[src/rtl/nvram_port_arbiter.sv]
// Arbiter sharing the single-port settings NVRAM between the game CPU and the HPS ioctl path.
// The CPU has priority; a deferral counter forces a pending HPS access through.
module nvram_port_arbiter #(
  parameter int unsigned AW        = 10,
  parameter int unsigned DEFER_MAX = 3
) (
  input  logic          clk_sys,
  input  logic          reset,
  input  logic          cpu_req,
  input  logic          cpu_we,
  input  logic [AW-1:0] cpu_addr,
  input  logic [7:0]    cpu_din,
  output logic [7:0]    cpu_dout,
  output logic          cpu_ack,
  output logic          cpu_stall,
  input  logic          hps_wr,
  input  logic          hps_rd,
  input  logic [AW-1:0] hps_addr,
  input  logic [7:0]    hps_din,
  output logic [7:0]    hps_dout,
  output logic          hps_wait,
  output logic          hps_err,
  output logic          dirty,
  output logic [AW-1:0] ram_addr,
  output logic [7:0]    ram_din,
  output logic          ram_we,
  input  logic [7:0]    ram_dout
);

  localparam int unsigned DW = (DEFER_MAX > 0) ? $clog2(DEFER_MAX + 1) : 1;
  localparam logic [DW-1:0] DeferMax = DW'(DEFER_MAX);

  typedef enum logic [2:0] {StIdle, StCpuAcc, StCpuData, StHpsAcc, StHpsData} state_e;

  state_e        state_q, state_d;
  logic [DW-1:0] defer_q, defer_d;
  logic          hps_pend_q, hps_pend_d;
  logic          hps_we_q, hps_we_d;
  logic [AW-1:0] hps_addr_q, hps_addr_d;
  logic [7:0]    hps_din_q, hps_din_d;
  logic          op_we_q, op_we_d;
  logic [AW-1:0] ram_addr_q, ram_addr_d;
  logic [7:0]    ram_din_q, ram_din_d;
  logic          ram_we_q, ram_we_d;
  logic [7:0]    cpu_dout_q, cpu_dout_d;
  logic          cpu_ack_q, cpu_ack_d;
  logic [7:0]    hps_dout_q, hps_dout_d;
  logic          hps_err_q, hps_err_d;
  logic          dirty_q, dirty_d;
  logic          dirty_set, dirty_clr;

  always_comb begin
    state_d    = state_q;
    defer_d    = defer_q;
    hps_pend_d = hps_pend_q;
    hps_we_d   = hps_we_q;
    hps_addr_d = hps_addr_q;
    hps_din_d  = hps_din_q;
    op_we_d    = op_we_q;
    ram_addr_d = ram_addr_q;
    ram_din_d  = ram_din_q;
    ram_we_d   = 1'b0;
    cpu_dout_d = cpu_dout_q;
    cpu_ack_d  = 1'b0;
    hps_dout_d = hps_dout_q;
    hps_err_d  = hps_err_q;
    dirty_set  = 1'b0;
    dirty_clr  = 1'b0;
    cpu_stall  = 1'b0;

    unique case (state_q)
      StIdle: begin
        // The ack cycle is a turnaround: the CPU is still holding req for the finished access.
        if (!cpu_ack_q) begin
          if (hps_pend_q && (!cpu_req || defer_q == DeferMax)) begin
            state_d    = StHpsAcc;
            defer_d    = '0;
            cpu_stall  = cpu_req;
            op_we_d    = hps_we_q;
            ram_addr_d = hps_addr_q;
            ram_din_d  = hps_din_q;
            ram_we_d   = hps_we_q;
          end else if (cpu_req) begin
            state_d = StCpuAcc;
            if (hps_pend_q && defer_q != DeferMax) defer_d = defer_q + DW'(1);
            op_we_d    = cpu_we;
            ram_addr_d = cpu_addr;
            ram_din_d  = cpu_din;
            ram_we_d   = cpu_we;
          end
        end
      end
      StCpuAcc: begin
        state_d   = StCpuData;
        dirty_set = op_we_q;
      end
      StCpuData: begin
        state_d   = StIdle;
        cpu_ack_d = 1'b1;
        if (!op_we_q) cpu_dout_d = ram_dout;
      end
      StHpsAcc: state_d = StHpsData;
      StHpsData: begin
        state_d    = StIdle;
        hps_pend_d = 1'b0;
        if (!op_we_q) begin
          hps_dout_d = ram_dout;
          dirty_clr  = &ram_addr_q;
        end
      end
      default: state_d = StIdle;
    endcase

    // Strobes are single-cycle, so anything that cannot be latched is lost and flagged.
    if (hps_wr || hps_rd) begin
      if (hps_pend_q) begin
        hps_err_d = 1'b1;
      end else begin
        hps_pend_d = 1'b1;
        hps_we_d   = hps_wr;
        hps_addr_d = hps_addr;
        hps_din_d  = hps_din;
        if (hps_wr && hps_rd) hps_err_d = 1'b1;
      end
    end

    dirty_d = dirty_q;
    if (dirty_clr) dirty_d = 1'b0;
    if (dirty_set) dirty_d = 1'b1;
  end

  always_ff @(posedge clk_sys or posedge reset) begin
    if (reset) begin
      state_q    <= StIdle;
      defer_q    <= '0;
      hps_pend_q <= 1'b0;
      hps_we_q   <= 1'b0;
      hps_addr_q <= '0;
      hps_din_q  <= '0;
      op_we_q    <= 1'b0;
      ram_addr_q <= '0;
      ram_din_q  <= '0;
      ram_we_q   <= 1'b0;
      cpu_dout_q <= '0;
      cpu_ack_q  <= 1'b0;
      hps_dout_q <= '0;
      hps_err_q  <= 1'b0;
      dirty_q    <= 1'b0;
    end else begin
      state_q    <= state_d;
      defer_q    <= defer_d;
      hps_pend_q <= hps_pend_d;
      hps_we_q   <= hps_we_d;
      hps_addr_q <= hps_addr_d;
      hps_din_q  <= hps_din_d;
      op_we_q    <= op_we_d;
      ram_addr_q <= ram_addr_d;
      ram_din_q  <= ram_din_d;
      ram_we_q   <= ram_we_d;
      cpu_dout_q <= cpu_dout_d;
      cpu_ack_q  <= cpu_ack_d;
      hps_dout_q <= hps_dout_d;
      hps_err_q  <= hps_err_d;
      dirty_q    <= dirty_d;
    end
  end

  assign cpu_dout = cpu_dout_q;
  assign cpu_ack  = cpu_ack_q;
  assign hps_dout = hps_dout_q;
  assign hps_wait = hps_pend_q;
  assign hps_err  = hps_err_q;
  assign dirty    = dirty_q;
  assign ram_addr = ram_addr_q;
  assign ram_din  = ram_din_q;
  assign ram_we   = ram_we_q;

endmodule
[config.mk]
export PLATFORM = sky130hd
export DESIGN_NAME = nvram_port_arbiter
export DESIGN_NICKNAME = d
export VERILOG_FILES = /design/src/rtl/nvram_port_arbiter.sv
export SDC_FILE = /design/constraint.sdc
export NUM_CORES = 1
export LEC_CHECK = 0
export BUFFER_PORTS_ARGS = -buffer_cell sky130_fd_sc_hd__buf_2
export CAP_MARGIN = 10
export CORE_ASPECT_RATIO = 1.5
export CORE_MARGIN = 2
export CORE_UTILIZATION = 54
export CTS_BUF_LIST = sky130_fd_sc_hd__clkbuf_16
export DETAILED_ROUTE_END_ITERATION = 12
export PLACE_DENSITY = 0.84
export REMOVE_ABC_BUFFERS = 1
export SYNTH_ARGS = -nofsm -noshare
export SYNTH_HDL_FRONTEND = slang
export SYNTH_SLANG_ARGS = --single-unit
[constraint.sdc]
create_clock -name clk_sys -period 2.6 [get_ports clk_sys]
set_clock_uncertainty 0.2 [all_clocks]
set_input_delay 0 -clock clk_sys [delete_from_list [all_inputs] [get_ports clk_sys]]
set_output_delay 0 -clock clk_sys [all_outputs]
set_load 0.005 [all_outputs]
==> load_flow_metrics.sql, run 1 <==
INSERT INTO impl_metrics (metric_group, metric, value, unit) VALUES
('outcome', 'status', 'completed', ''),
('global_route', 'largest_net_degree_at_the_start_of_global_routing', '35', ''),
('setup_path', 'worst-r2r-setup-slack', '0.63', 'ns'),
('placed_design', 'routabilityCongestion', '0.823', ''),
('routing', 'wl_met3', '418', 'um'),
('sta', 'finalHoldViolCount', '0', ''),
('clock_network', 'cts_root_buffer', 'clkbuf_16', ''),
('clock_network', 'clock_insertion_delay_worst_skew', '0.32', 'ns'),
('setup_path', 'reg2regPathDepth', '4', ''),
('clock_network', 'cts_tree', 'yes', ''),
('clock_network', 'total_clock_buffers_created_by_cts', '9', ''),
('setup_path', 'cp-end-kind', 'register', ''),
('yosys', 'ys_top_cells_by_area', 'dfrtp_1 (59%), mux2_2 (15%), a31oi_1 (4.3%)', ''),
('routing', 'via_count', '2487', ''),
('finish', 'mostFrequentLayoutCell', 'buf_2', ''),
('yosys', 'synth_top_area_cell', 'dfrtp_1', ''),
('sta', 'finalMaxSlewViolations', '0', ''),
('sta', 'fin_ws', '0.634', 'ns'),
('power_and_ir_drop', 'p_seq_share', '39.8', '%'),
('routing', 'route.detailed.vias_per_inst', '5.73', ''),
('yosys', 'ys_warnings', '0', ''),
('setup_path', 'setup.worst_path.start_class', 'register', ''),
('global_route', 'grt_overflow_total', '0', ''),
('sta', 'timing.max_slew.rel_slack', '33.0', '%'),
('routing', 'firstDrtPassIters', '5', ''),
('power_and_ir_drop', 'power.density', '1160', 'nW/um^2'),
('routing', 'drc', '0', ''),
('floorplan', 'coreArea', '4850', 'um^2'),
('routing', 'drt-wirelength-per-cell', '17.8', 'um'),
('finish', 'layout.filler_cells', '276', ''),
('sta', 'max_freq', '509', 'MHz'),
('setup_path', 'critPathLaunch', 'hps_wait', ''),
('setup_path', 'critPathCapture', 'hps_addr_q[6]', ''),
('placed_design', 'dp_hpwl', '4550', 'um'),
('power_and_ir_drop', 'ir_drop', '0.000845', 'V'),
('setup_path', 'crit_fanout', '20', ''),
('clock_network', 'clk_transition_reported_paths', '0.05', 'ns'),
('clock_network', 'clock_sink_count', '64', ''),
('floorplan', 'row_count', '31', ''),
('placed_design', 'numPlacedInstances', '371', ''),
('clock_network', 'clock_tree.buffer_depth', '2', ''),
('clock_network', 'cts.repair_timing.setup_buffer_count', '0', ''),
('sta', 'summed_negative_setup_slack_over_all_endpoints', '0', 'ns'),
('sta', 'unrepaired_setup_endpoints_after_global_routing', 'false', ''),
('power_and_ir_drop', 'power_frac_clock', '24.0', '%'),
('global_route', 'first_global_vias', '2602', ''),
('finish', 'insertedDiodeCount', '0', ''),
('finish', 'post-route-util', '82.8', '%'),
('min_path', 'min_path_type', 'in -> out', ''),
('yosys', 'synth_seq_cells', '64', ''),
('finish', 'area_growth', '46.9', '%'),
('finish', 'final_cell_mix', 'buf_2 (89), dfrtp_1 (64), dlygate4sd3_1 (48)', ''),
('setup_path', 'arrival', '1.97', 'ns'),
('placed_design', 'place_area', '3260', 'um^2'),
('floorplan', 'design.portCount', '90', ''),
('setup_path', 'cp_data_required_time', '2.60', 'ns'),
('power_and_ir_drop', 'switching_share', '33.9', '%'),
('setup_path', 'regToRegStartpoint', 'hps_wait', ''),
('job', 'number_of_max_cap_violations', '0', ''),
('clock_network', 'cts_repair_resize_count', '0', ''),
('routing', 'wirelength_met1', '2760', 'um'),
('finish', 'fraction_of_final_layout_cells_sized_beyond_drive_strength_1', '40.8', '%'),
('power_and_ir_drop', 'comb_power_share', '36.2', '%'),
('floorplan', 'initial_core_util', '56.4', '%'),
('clock_network', 'htree_num_levels', '3', ''),
('setup_path', 'rr_endpoint', 'hps_addr_q[6]', ''),
('power_and_ir_drop', 'design_power_total', '4.65', 'mW'),
('clock_network', 'ctsHoldBuffers', '48', ''),
('yosys', 'ys_seq_area_share', '58.6', '%'),
('global_route', 'first_pass_grt_wire_length', '12400', 'um'),
('global_route', 'number_of_antenna_violations_at_the_first_check_in_global_routing', '0', '');
[critical path, cell delays in order (launching register included)]
cell	delay, ns
dfrtp_1	0.46
buf_4	0.28
inv_1	0.09
o21ai_2	0.39
mux2_2	0.43
[layer usage]
metal,track usage [%],vias up
li1,-,1117
met1,34.7,1238
met2,51.0,120
met3,7.26,12
met4,12.6,0
met5,0,-
[area by class of cell]
class	instances	area, um^2	share of cell area (%)
inverters	2	7.51	0.187
well taps	66	82.6	2.06
flip-flops and latches	64	1600	39.9
repair buffers	144	991	24.7
clock buffers	9	225	5.61
multi-input cells	143	1050	26.2
clock inverters	6	53.8	1.34
[sequential cells by signal, indices dropped and copies added (netlist names), 2 cells and up]
signal	cells
hps_addr_q	10
ram_addr	10
cpu_dout	8
hps_din_q	8
hps_dout	8
ram_din	8
state_q	3
defer_q	2
[worst min path at each step]
stage               startpoint     endpoint  slack [ns]  cells past startpoint
detailed placement       reset  hps_dout[7]       -0.08                      2
global placement         reset  hps_dout[7]       -0.08                      2
floorplan              cpu_req    cpu_stall       -0.12                      2
finish                 cpu_req    cpu_stall        0.13                      4
global route           cpu_req    cpu_stall        0.14                      4
CTS                    cpu_req    cpu_stall        0.13                      4
[synthesized netlist by cell type (all sizes together)]
cell type  count
a21boi         1
nand2b         1
nor4b          1
mux2          36
ha             1
nor2           3
o21ai         21
nand4b         1
buf            9
a21o           1
nor4           1
nor2b          2
o21a           1
and4           3
a32o           1
nor3b          2
nand3         19
and2           1
or2            1
nand2          3
a21oi         20
a31oi         19
o21bai         1
inv            2
dfrtp         64
clkbuf        10
and3b          1
nor3           2
[cell families after synthesis]
| family | Yosys count | share of synthesized area (%) |
|---|---|---|
| and+or+nand+nor | 41 | 9.47 |
| adders and majority gates | 1 | 0.458 |
| buffers and inverters | 21 | 3.34 |
| DFF | 64 | 58.6 |
| AOI/OAI and AO/OA | 65 | 13.3 |
| muxes | 36 | 14.8 |
[power by group through the flow]
| stage | Combinational, mW | Sequential, mW | Clock (mW) |
|---|---|---|---|
| 2_1_floorplan | 0.909 | 1.80 | 0 |
| 3_3_place_gp | 1.51 | 1.80 | 0 |
| 3_5_place_dp | 1.59 | 1.83 | 0 |
| 4_1_cts | 1.66 | 1.83 | 1.12 |
| 5_1_grt | 1.86 | 1.91 | 1.18 |
| 6_report | 1.68 | 1.85 | 1.12 |
Power figures use the tool's default switching activity.
==> run 2, diff against run 1 <==
CORE_UTILIZATION = 45   (was 54)
PLACE_DENSITY = 0.75   (was 0.84)
clock period = 1.7 ns   (was 2.6 ns; I/O delays follow)
==> load_flow_metrics.sql, run 2 (synthesized netlist as in run 1, its figures left out) <==
INSERT INTO impl_metrics (metric_group, metric, value, unit) VALUES
('setup_path', 'rr_endpoint', 'cpu_dout[5]', ''),
('sta', 'fin_ws', '-0.0709', 'ns'),
('global_route', 'busiest_layer', 'met2', ''),
('finish', 'insertedDiodeCount', '0', ''),
('finish', 'final_cell_mix', 'buf_2 (89), dfrtp_1 (61), dlygate4sd3_1 (48)', ''),
('clock_network', 'clk_transition_reported_paths', '0.06', 'ns'),
('finish', 'mostFrequentLayoutCell', 'buf_2', ''),
('placed_design', 'dp_hpwl', '4640', 'um'),
('setup_path', 'worst-r2r-setup-slack', '-0.07', 'ns'),
('placed_design', 'io_buffer_count', '89', ''),
('routing', 'via_count', '2542', ''),
('placed_design', 'numPlacedInstances', '389', ''),
('setup_path', 'cp_data_required_time', '1.50', 'ns'),
('routing', 'drc', '0', ''),
('sta', 'finalMaxSlewViolations', '0', ''),
('clock_network', 'total_clock_buffers_created_by_cts', '9', ''),
('finish', 'layout.filler_cells', '343', ''),
('routing', 'wl', '8280', 'um'),
('sta', 'clock_period_minus_final_worst_setup_slack', '1.77', 'ns'),
('min_path', 'min_path_type', 'in -> async', ''),
('job', 'number_of_max_cap_violations', '0', ''),
('sta', 'max_freq', '565', 'MHz'),
('sta', 'summed_negative_setup_slack_over_all_endpoints', '-0.874', 'ns'),
('setup_path', 'crit_fanout', '2', ''),
('sta', 'timing.max_slew.rel_slack', '72.1', '%'),
('routing', 'route.detailed.vias_per_inst', '5.47', ''),
('setup_path', 'setup.worst_path.start_class', 'register', ''),
('clock_network', 'cts_root_buffer', 'clkbuf_16', ''),
('power_and_ir_drop', 'design_power_total', '8.02', 'mW'),
('global_route', 'first_pass_grt_wire_length', '11900', 'um'),
('floorplan', 'design.portCount', '90', ''),
('sta', 'finalSetupViolCount', '21', ''),
('power_and_ir_drop', 'ir_drop', '0.00102', 'V'),
('global_route', 'first_global_vias', '2541', ''),
('power_and_ir_drop', 'p_seq_share', '35.1', '%'),
('finish', 'fraction_of_final_layout_cells_sized_beyond_drive_strength_1', '50.9', '%'),
('setup_path', 'reg2regPathDepth', '5', ''),
('global_route', 'grt_overflow_total', '0', ''),
('global_route', 'grt_util_met1', '26.5', '%'),
('global_route', 'number_of_antenna_violations_at_the_first_check_in_global_routing', '0', ''),
('clock_network', 'cts_tree', 'yes', ''),
('global_route', 'grt_util_all_layers', '24.1', '%'),
('finish', 'fin_cells', '465', ''),
('sta', 'unrepaired_setup_endpoints_after_global_routing', 'true', ''),
('sta', 'worstMarginPinSlew', '0.418', 'ns'),
('clock_network', 'htree_num_levels', '3', ''),
('global_route', 'globalRouteMet3Util', '4.19', '%'),
('setup_path', 'arrival', '1.57', 'ns'),
('setup_path', 'regToRegStartpoint', 'state_q[2]', ''),
('finish', 'layout.nets', '439', ''),
('power_and_ir_drop', 'leakagePower', '2.02', 'nW'),
('setup_path', 'cp-end-kind', 'output port', ''),
('power_and_ir_drop', 'net-switching-power', '2.77', 'mW'),
('sta', 'finalHoldViolCount', '0', ''),
('setup_path', 'path_type_of_the_worst_setup_path', 'reg -> out', ''),
('floorplan', 'die_footprint', '6730', 'um^2'),
('power_and_ir_drop', 'switching_share', '34.5', '%'),
('floorplan', 'initial_core_util', '46.9', '%'),
('placed_design', 'routabilityCongestion', '0.776', ''),
('routing', 'firstDrtPassIters', '4', ''),
('power_and_ir_drop', 'comb_power_share', '44.2', '%'),
('routing', 'drt-wirelength-per-cell', '17.8', 'um'),
('floorplan', 'die_span_x', '67.6', 'um'),
('global_route', 'largest_net_degree_at_the_start_of_global_routing', '47', ''),
('clock_network', 'clock_sink_count', '64', ''),
('outcome', 'violations', 'negative setup slack', ''),
('floorplan', 'row_count', '34', ''),
('floorplan', 'die_height', '99.5', 'um'),
('power_and_ir_drop', 'power.density', '1810', 'nW/um^2'),
('power_and_ir_drop', 'internal-power', '5.26', 'mW'),
('floorplan', 'coreArea', '5830', 'um^2'),
('routing', 'final_antenna_net_count', '0', ''),
('clock_network', 'clock_tree.buffer_depth', '2', ''),
('sta', 'final.period_utilization', '104', '%'),
('clock_network', 'clock_insertion_delay_worst_skew', '0.33', 'ns'),
('power_and_ir_drop', 'power_frac_clock', '20.7', '%'),
('global_route', 'met2_usage_in_global_routing', '42.2', '%'),
('finish', 'area_growth', '62.0', '%'),
('outcome', 'status', 'finished with violations', ''),
('routing', 'detail_route.iter0.violations', '151', '');
-- run 2: timing repair --
item,in CTS,in global routing
gates cloned,0,1
hold endpoints to repair,121,0
hold buffers,48,0
setup buffers,8,3
pin swaps,1,2
resized for setup,18,37
setup endpoints to repair,11,40
-- run 2: worst max path at each step --
stage	from	endpoint	slack, ns	cells after the start
2_1_floorplan	hps_wait	hps_addr_q[0]	-0.84	3
3_3_place_gp	state_q[2]	defer_q[0]	0.02	4
3_5_place_dp	state_q[2]	defer_q[0]	-0.03	4
4_1_cts	cpu_ack	cpu_stall	-0.04	5
5_1_grt	state_q[2]	cpu_stall	-0.15	5
6_report	state_q[2]	cpu_stall	-0.07	5
-- run 2: final cells by class --
| cell class | count | area [um^2] | share of cell area [%] |
|---|---|---|---|
| Clock buffer | 9 | 225 | 5.08 |
| Clock inverter | 7 | 48.8 | 1.10 |
| Inverter | 2 | 7.51 | 0.169 |
| Multi-Input combinational cell | 143 | 1210 | 27.3 |
| Sequential cell | 64 | 1610 | 36.2 |
| Tap cell | 72 | 90.1 | 2.03 |
| Timing Repair Buffer | 168 | 1240 | 28.1 |
-- run 2: metrics by stage --
step                util [%]  instance area, um^2  hold slack (ns)  setup WS (ns)
global route            76.0                 4430           0.0556         -0.154
global placement        57.8                 3370           -0.191         0.0184
finish                  76.0                 4430          0.00856        -0.0709
CTS                     72.8                 4240           0.0164        -0.0438
detailed placement      57.8                 3370           -0.182        -0.0289
floorplan                  -                 2650           -0.123         -0.842
-- run 2: worst max-delay path: stages (launching register included) --
cell     delay (ns)
dfrtp_2        0.44
nor4_4         0.36
buf_6          0.15
nand2_2        0.05
nor3_2         0.10
buf_2          0.14
-- run 2: power groups by stage --
stage / Sequential (mW) / Clock (mW) / Combinational [mW]
floorplan: 2.76 / 0 / 1.39
global placement: 2.76 / 0 / 2.51
detailed placement: 2.78 / 0 / 2.60
CTS: 2.76 / 1.68 / 3.02
global route: 2.90 / 1.76 / 3.85
finish: 2.82 / 1.66 / 3.54
-- run 2: per-layer routing --
metal  share of wire [%]  routed length, um
met3                 5.0                412
met2                  54               4510
met4                 3.0                250
met5                   0                  0
met1                  38               3110
==> run 3, diff against run 2 <==
HOLD_SLACK_MARGIN = 0.06   (was unset)
SKIP_LAST_GASP = 1   (was unset)
==> load_flow_metrics.sql, run 3 (synthesized netlist as in run 1, its figures left out) <==
INSERT INTO impl_metrics (metric_group, metric, value, unit) VALUES
('outcome', 'status', 'finished with violations', ''),
('outcome', 'violations', 'negative setup slack', ''),
('routing', 'via_count', '2574', ''),
('global_route', 'busiest_layer', 'met2', ''),
('setup_path', 'timing.critical_path.depth', '5', ''),
('sta', 'worstMarginPinSlew', '0.412', 'ns'),
('sta', 'finalHoldViolCount', '0', ''),
('finish', 'final_cell_area', '4450', 'um^2'),
('sta', 'summed_negative_setup_slack_over_all_endpoints', '-0.922', 'ns'),
('placed_design', 'routabilityCongestion', '0.776', ''),
('routing', 'firstDrtPassIters', '4', ''),
('setup_path', 'timing.critical_path.buf_inv', '2', ''),
('setup_path', 'crit_fanout', '2', ''),
('global_route', 'grt_overflow_total', '0', ''),
('setup_path', 'setup.worst_path.start_class', 'register', ''),
('clock_network', 'clock_insertion_delay_worst_skew', '0.33', 'ns'),
('routing', 'drc', '0', ''),
('setup_path', 'cpLargestDelayFamily', 'simple AND/OR/NAND/NOR gates', ''),
('global_route', 'first_global_vias', '2521', ''),
('finish', 'mostFrequentLayoutCell', 'buf_2', ''),
('finish', 'layout.filler_cells', '347', ''),
('sta', 'timing.max_slew.rel_slack', '72.2', '%'),
('placed_design', 'io_buffer_count', '89', ''),
('finish', 'layout.nets', '441', ''),
('routing', 'route.detailed.vias_per_inst', '5.51', ''),
('sta', 'final.period_utilization', '105', '%'),
('power_and_ir_drop', 'ir_drop', '0.00102', 'V'),
('placed_design', 'place_area', '3370', 'um^2'),
('setup_path', 'worst_path_largest_cell_delay', '0.44', 'ns'),
('sta', 'finalSetupViolCount', '21', ''),
('placed_design', 'dp_hpwl', '4640', 'um'),
('setup_path', 'critical_path.cell_chain', 'nor4_4, buf_6, nand2_1, nor3_2, buf_2', ''),
('sta', 'max_freq', '560', 'MHz'),
('finish', 'insertedDiodeCount', '0', ''),
('floorplan', 'initial_core_util', '46.9', '%'),
('global_route', 'grt_util_met1', '27.0', '%'),
('global_route', 'largest_net_degree_at_the_start_of_global_routing', '47', ''),
('floorplan', 'die_span_x', '67.6', 'um'),
('routing', 'final_antenna_net_count', '0', ''),
('routing', 'drt-wirelength-per-cell', '17.8', 'um'),
('global_route', 'globalRouteMet3Util', '4.19', '%'),
('global_route', 'number_of_antenna_violations_at_the_first_check_in_global_routing', '0', ''),
('min_path', 'min_delay_path_depth', '5', ''),
('clock_network', 'total_clock_buffers_created_by_cts', '9', ''),
('setup_path', 'reg2regPathDepth', '5', ''),
('setup_path', 'path_type_of_the_worst_setup_path', 'reg -> out', ''),
('power_and_ir_drop', 'leakagePower', '2.03', 'nW'),
('clock_network', 'cts_root_buffer', 'clkbuf_16', ''),
('power_and_ir_drop', 'power.density', '1800', 'nW/um^2'),
('sta', 'worst_hold_slack', '0.134', 'ns'),
('setup_path', 'arrival', '1.59', 'ns'),
('floorplan', 'coreArea', '5830', 'um^2'),
('floorplan', 'design.portCount', '90', ''),
('clock_network', 'cts_tree', 'yes', ''),
('clock_network', 'htree_num_levels', '3', ''),
('min_path', 'min_path_type', 'in -> reg', ''),
('sta', 'clock_period_minus_final_worst_setup_slack', '1.79', 'ns'),
('floorplan', 'die_footprint', '6730', 'um^2'),
('finish', 'area_growth', '62.7', '%'),
('finish', 'multi_input_area', '1200', 'um^2'),
('clock_network', 'clk_transition_reported_paths', '0.06', 'ns'),
('finish', 'final_cell_mix', 'buf_2 (89), dfrtp_1 (61), dlygate4sd3_1 (50)', ''),
('finish', 'fraction_of_final_layout_cells_sized_beyond_drive_strength_1', '50.4', '%'),
('sta', 'fin_ws', '-0.0851', 'ns'),
('floorplan', 'row_count', '34', ''),
('setup_path', 'crit_path_top_delay_cell', 'dfrtp_2', ''),
('clock_network', 'clock_tree.buffer_depth', '2', ''),
('sta', 'finalMaxSlewViolations', '0', ''),
('job', 'number_of_max_cap_violations', '0', ''),
('clock_network', 'clock_sink_count', '64', ''),
('setup_path', 'cp_data_required_time', '1.50', 'ns'),
('routing', 'detail_route.iter0.violations', '125', ''),
('setup_path', 'cp-end-kind', 'output port', ''),
('sta', 'unrepaired_setup_endpoints_after_global_routing', 'true', ''),
('global_route', 'met2_usage_in_global_routing', '42.4', '%'),
('floorplan', 'die_height', '99.5', 'um'),
('global_route', 'first_pass_grt_wire_length', '12000', 'um'),
('global_route', 'grt_util_all_layers', '24.2', '%'),
('routing', 'wl', '8300', 'um'),
('finish', 'area.sequential', '1610', 'um^2');
==> run 3: power breakdown <==
group          switching (mW)  internal [mW]
logic                    1.54           1.99
clock network           0.688          0.981
registers               0.531           2.29
==> run 3: final cells by class <==
class / instances / area share, %
Tap cell: 72 / 2.03
Multi-Input combinational cell: 143 / 27.1
Timing Repair Buffer: 170 / 28.4
Inverter: 2 / 0.197
Sequential cell: 64 / 36.1
Clock inverter: 7 / 1.10
Clock buffer: 9 / 5.06
==> run 3: repair_timing <==
action,CTS,global route
pin swaps,1,2
gates cloned,0,1
resized for setup,16,39
hold endpoints to repair,122,0
hold buffers,50,0
setup endpoints to repair,11,53
setup buffers,8,3
==> run 3: path summary, 6_finish.rpt <==
path / from / end / slack, ns
hold reg to reg: defer_q[1] / defer_q[1] / 0.29
setup reg to reg: state_q[1] / dirty / -0.09
max in group asynchronous: reset / state_q[1] / 0.20
setup / recovery: state_q[2] / cpu_stall / -0.09
min in group asynchronous: reset / cpu_dout[7] / 0.55
hold / removal: cpu_req / ram_din[2] / 0.13
==> run 3: worst register-to-register path, cell delays in order, from the launching register on <==
cell and delay (ns):
dfrtp_2 0.44, buf_6 0.13, nor4b_4 0.34, buf_6 0.19, nand4b_1 0.14, a32o_1 0.23
==> run 3: per-layer routing <==
layer	routed length [um]	share of wire (%)
met1	3110	37
met2	4410	53
met3	393	4.7
met4	383	4.6
met5	0	0
==> run 3: per-stage QoR <==
stage                     util (%)  instances  setup slack [ns]  power, mW
after detailed placement      57.8        389           -0.0289       5.38
final                         76.3        467           -0.0851       8.01
after global placement        57.8        389            0.0184       5.27
after CTS                     73.0        463           -0.0522       7.46
after global routing          76.3        467            -0.137       8.50
after floorplan                  -        209            -0.842       4.15
